## src/rtl/ysyx_22041211_pc_gen.sv

```systemverilog
// Fetch PC generator: sequential step, trap/branch redirects with alignment check,
// accepted-fetch counter and a terminal HALT state.
module ysyx_22041211_pc_gen #(
  parameter int unsigned DATA_LEN   = 32,
  parameter logic [63:0] RST_PC     = 64'h8000_0000,
  parameter int unsigned STEP       = 4,
  parameter int unsigned ALIGN_BITS = 2,
  parameter int unsigned CNT_LEN    = 32
) (
  input  logic                clk,
  input  logic                rst,
  input  logic                pc_ready,
  input  logic                redirect_valid,
  input  logic [DATA_LEN-1:0] redirect_pc,
  input  logic                trap_valid,
  input  logic [DATA_LEN-1:0] trap_pc,
  input  logic                halt,
  output logic [DATA_LEN-1:0] pc_o,
  output logic                pc_valid,
  output logic                halted,
  output logic                misalign,
  output logic [CNT_LEN-1:0]  fetch_cnt
);

  localparam logic [DATA_LEN-1:0] RESET_PC   = DATA_LEN'(RST_PC);
  localparam logic [DATA_LEN-1:0] STEP_INC   = DATA_LEN'(STEP);
  localparam logic [DATA_LEN-1:0] ALIGN_MASK = DATA_LEN'((65'd1 << ALIGN_BITS) - 65'd1);

  typedef enum logic [1:0] {
    BOOT = 2'd0,
    RUN  = 2'd1,
    HALT = 2'd2
  } state_t;

  state_t                state, state_n;
  logic [DATA_LEN-1:0]   pc_n;
  logic [DATA_LEN-1:0]   target;
  logic                  take;
  logic                  fire;
  logic                  mis_n;
  logic [CNT_LEN-1:0]    cnt_n;

  // State and output registers; pc_valid/halted are registered copies of the next state
  always_ff @(posedge clk or posedge rst) begin
    if (rst) begin
      state     <= BOOT;
      pc_o      <= RESET_PC;
      pc_valid  <= 1'b0;
      halted    <= 1'b0;
      misalign  <= 1'b0;
      fetch_cnt <= '0;
    end else begin
      state     <= state_n;
      pc_o      <= pc_n;
      pc_valid  <= (state_n == RUN);
      halted    <= (state_n == HALT);
      misalign  <= mis_n;
      fetch_cnt <= cnt_n;
    end
  end

  // Next-state, next-PC and counter; halt outranks trap, trap outranks branch
  always_comb begin
    state_n = state;
    pc_n    = pc_o;
    mis_n   = misalign;
    cnt_n   = fetch_cnt;
    target  = '0;
    take    = 1'b0;
    fire    = pc_valid & pc_ready;

    case (state)
      BOOT, RUN: begin
        if (fire) begin
          cnt_n = fetch_cnt + CNT_LEN'(1);
        end
        if (state == BOOT) begin
          state_n = RUN;
        end
        if (trap_valid) begin
          target = trap_pc;
          take   = 1'b1;
        end else if (redirect_valid) begin
          target = redirect_pc;
          take   = 1'b1;
        end

        if (halt) begin
          state_n = HALT;
        end else if (take) begin
          if ((target & ALIGN_MASK) != '0) begin
            mis_n   = 1'b1;
            state_n = HALT;
          end else begin
            pc_n = target;
          end
        end else if (fire) begin
          pc_n = pc_o + STEP_INC;
        end
      end
      default: begin
        state_n = HALT;
      end
    endcase
  end

endmodule
```

## config.mk

```make
export PLATFORM = sky130hd
export DESIGN_NAME = ysyx_22041211_pc_gen
export DESIGN_NICKNAME = d
export VERILOG_FILES = /design/src/rtl/ysyx_22041211_pc_gen.sv
export SDC_FILE = /design/constraint.sdc
export NUM_CORES = 1
export LEC_CHECK = 0
export ABC_AREA = 1
export CORE_AREA = 2 2 130 69
export DETAILED_ROUTE_END_ITERATION = 6
export DIE_AREA = 0 0 132 71
export DONT_BUFFER_PORTS = 1
export PLACE_DENSITY_LB_ADDON = 0.05
export SLEW_MARGIN = 20
export SYNTH_ARGS = -nofsm -noshare
export SYNTH_HDL_FRONTEND = slang
export SYNTH_SLANG_ARGS = --single-unit
```

## constraint.sdc

```tcl
create_clock -name clk -period 4.2 [get_ports clk]
set_input_delay 0.42 -clock clk [delete_from_list [all_inputs] [get_ports clk]]
set_output_delay 0.42 -clock clk [all_outputs]
set_load 0.02 [all_outputs]
```

==> out/results.txt <==
total grt overflow: 0
Final min period: 2.20 ns
clock skew: 0.00581 ns
Synth cell types: 41
Initial Utilization: 0.541
final wirelength: 13700 µm
Nets: 744
CP Capture Type: flop
clock buffer count from CTS: 9
instance area after placement: 4580 µm²
status: complete, no violations
Cell Area, Synth: 4500 µm²
synthesis-stage register bit count: 68
drt pass-1 iters: 5
Die ar.: 9370 µm²
combinational share of power: 0.046
post-detailed-route DRC marker count: 0
CTS max path bufs: 2
Clk Latency, worst-skew pair: 0.33 ns
reg-to-reg slack, setup: 2.00 ns
unrepaired setup endpoints after global routing: no
H-tree level count: 3
Mean Syn Cell Area: 6.67 µm²
vias per inst: 5.63
CTS sink cnt: 68
first-pass GRT wire length: 21900 µm
gate count of the mapped netlist: 675
largest net degree at the start of global routing: 40
root buf cell: clkbuf_16
Final Hold Fails: 0
Worst Tran Pin Value: 0.872 ns
post-CTS sizing: 0
CP max FO: 11
P per Cell Area: 300 nW/µm²
RD Place Congestion: 1.00
Synth Net Count: 747
# rows: 24
share of power burned in registers: 0.447
worst hold path type: primary input to async pin
Die Height: 71 µm
CP arrival: 2.43 ns
Final Setup Violations: 0
wire length per cell: 17.2 µm
peak supply drop: 0.000204 V
proportion of layout cells with a drive suffix above 1: 0.0547
vias in the first global route: 4000
num ports: 137
Sw Share: 0.232
Seq/Total Area, Yosys: 0.378
max-cap viol count: 0
diode count: 0
CP Data Required Time: 4.43 ns
post-CTS setup buffer count: 0
switching power: 339 µW
TritonCTS clock tree: yes
clock network fraction of total power: 0.506
CORE AREA: 8320 µm²
Internal: 1.13 mW
Finished Cell Area: 4880 µm²
DR vias: 4470
post-route ant nets: 0
TNS Setup: 0 ns
Slew Viols, Final: 0
Iteration-0 DRC Markers: 398
worst hold slack: 0.149 ns
Area growth syn-to-layout: 8.31%
Leakage: 2.05 nW
YS warnings: 0
Rel. slew slack: 0.418
IO buf count: 0
worst setup path class: flop to flop
gr usage total: 0.304
Final Cycle Share: 0.524
clock slew at reported path FFs: 0.06 ns
initial antenna violation count: 0
critical path startpoint category: flop
Post-CTS Hold Buffers: 0
Die Span X: 132 µm
Post-DP HPWL: 10500 µm
FMAX: 454 MHz
## layer usage
metal / global-route usage / vias up / share of wire
met5: 0 / - / 0
met4: 0.0507 / 0 / 0.0060
met3: 0.105 / 10 / 0.12
met2: 0.387 / 246 / 0.37
met1: 0.486 / 2065 / 0.50
li1: - / 2149 / -
## cell type report
| type | count | area (µm²) |
|---|---|---|
| Sequential cell | 68 | 1700 |
| Clock buffer | 12 | 267 |
| Multi-Input combinational cell | 531 | 2480 |
| Timing Repair Buffer | 2 | 15.0 |
| Clock inverter | 4 | 32.5 |
| Fill cell | 834 | 3440 |
| Inverter | 60 | 228 |
| Tap cell | 117 | 146 |
## sequential cells by signal, summed over array words and instances, names as in the netlist
signal / flops
misalign: 1
fetch_cnt: 32
pc_valid: 1
state: 1
halted: 1
pc_o: 32
## critical path, stage by stage (launching register included)
cell,delay [ns]
dfrtp_1,0.50
nand2_1,0.13
nor2_1,0.57
nand4_1,0.16
nor2_1,0.47
nand3_1,0.14
nand2_1,0.09
inv_1,0.04
## worst paths after layout
| kind | startpoint | end | cells after the start |
|---|---|---|---|
| worst min register to register | pc_o[31]$_DFFE_PP1P_ | pc_o[31]$_DFFE_PP1P_ | 2 |
| worst min-delay path | rst | fetch_cnt[8]$_DFFE_PP0P_ | 1 |
| worst max-delay path | pc_valid$_DFF_PP0_ | fetch_cnt[31]$_DFFE_PP0P_ | 7 |
| min in group clk | redirect_pc[3] | pc_o[3]$_DFFE_PP0P_ | 4 |
| worst max register to register | pc_valid$_DFF_PP0_ | fetch_cnt[31]$_DFFE_PP0P_ | 7 |
| max in group asynchronous | rst | pc_o[11]$_DFFE_PP0P_ | 2 |
## cells in the mapped netlist, drive strengths merged
| master | number | area share |
|---|---|---|
| xnor2 | 11 | 0.021 |
| nand3b | 3 | 0.0050 |
| a31o | 1 | 0.0019 |
| o22ai | 21 | 0.029 |
| o22a | 4 | 0.0078 |
| nor3 | 9 | 0.011 |
| dfstp | 1 | 0.0058 |
| dfrtp | 67 | 0.37 |
| a221oi | 1 | 0.0019 |
| o21bai | 6 | 0.010 |
| ha | 2 | 0.0056 |
| a31oi | 1 | 0.0014 |
| a22o | 1 | 0.0019 |
| and2 | 4 | 0.0056 |
| a21oi | 9 | 0.010 |
| inv | 60 | 0.051 |
| xor2 | 11 | 0.021 |
| nor2 | 125 | 0.11 |
| a21boi | 2 | 0.0033 |
| nor4 | 1 | 0.0014 |
| nand4 | 8 | 0.011 |
| a22oi | 2 | 0.0033 |
| nand3 | 50 | 0.057 |
| nand2 | 240 | 0.20 |
| nor2b | 1 | 0.0014 |
| clkbuf | 5 | 0.0042 |
| buf | 11 | 0.017 |
| o21ai | 17 | 0.021 |
| o21a | 1 | 0.0017 |
## through the flow
step                power, mW  utilization  std cells  setup slack (ns)
floorplan               0.721            -        675              2.07
global placement        0.734        0.549        778              1.83
detailed placement      0.735        0.550        778              1.91
CTS                      1.47        0.586        794              2.03
global route             1.51        0.586        794              1.72
finish                   1.47        0.586        794              2.00
## cell families (layout without fill, tap and decap cells)
kind of cell	after synthesis	after routing	share of synthesized area
xor gates and xnor gates	22	22	0.0428
adders and majority gates	2	2	0.00556
and+or+nand+nor	441	441	0.408
AOI/OAI and AO/OA	66	66	0.0939
DFF	68	68	0.378
buffers and inverters	76	78	0.0717
## layout by cell type (no fill, tap or decap), drive strengths merged, types with 6 or more instances in the layout
cell,instances
a21oi,9
clkbuf,12
dfrtp,67
inv,60
nand2,240
nand3,50
nand4,8
nor2,125
nor3,9
o21ai,17
o21bai,6
o22ai,21
xnor2,11
xor2,11
## power by group through the flow
stage / logic, mW / registers (mW) / clock network, mW
after floorplan: 0.0534 / 0.667 / 0
after global placement: 0.0664 / 0.667 / 0
after detailed placement: 0.0679 / 0.667 / 0
after CTS: 0.0681 / 0.655 / 0.750
after global routing: 0.0755 / 0.655 / 0.781
final: 0.0679 / 0.655 / 0.742
Power figures use the tool's default switching activity.
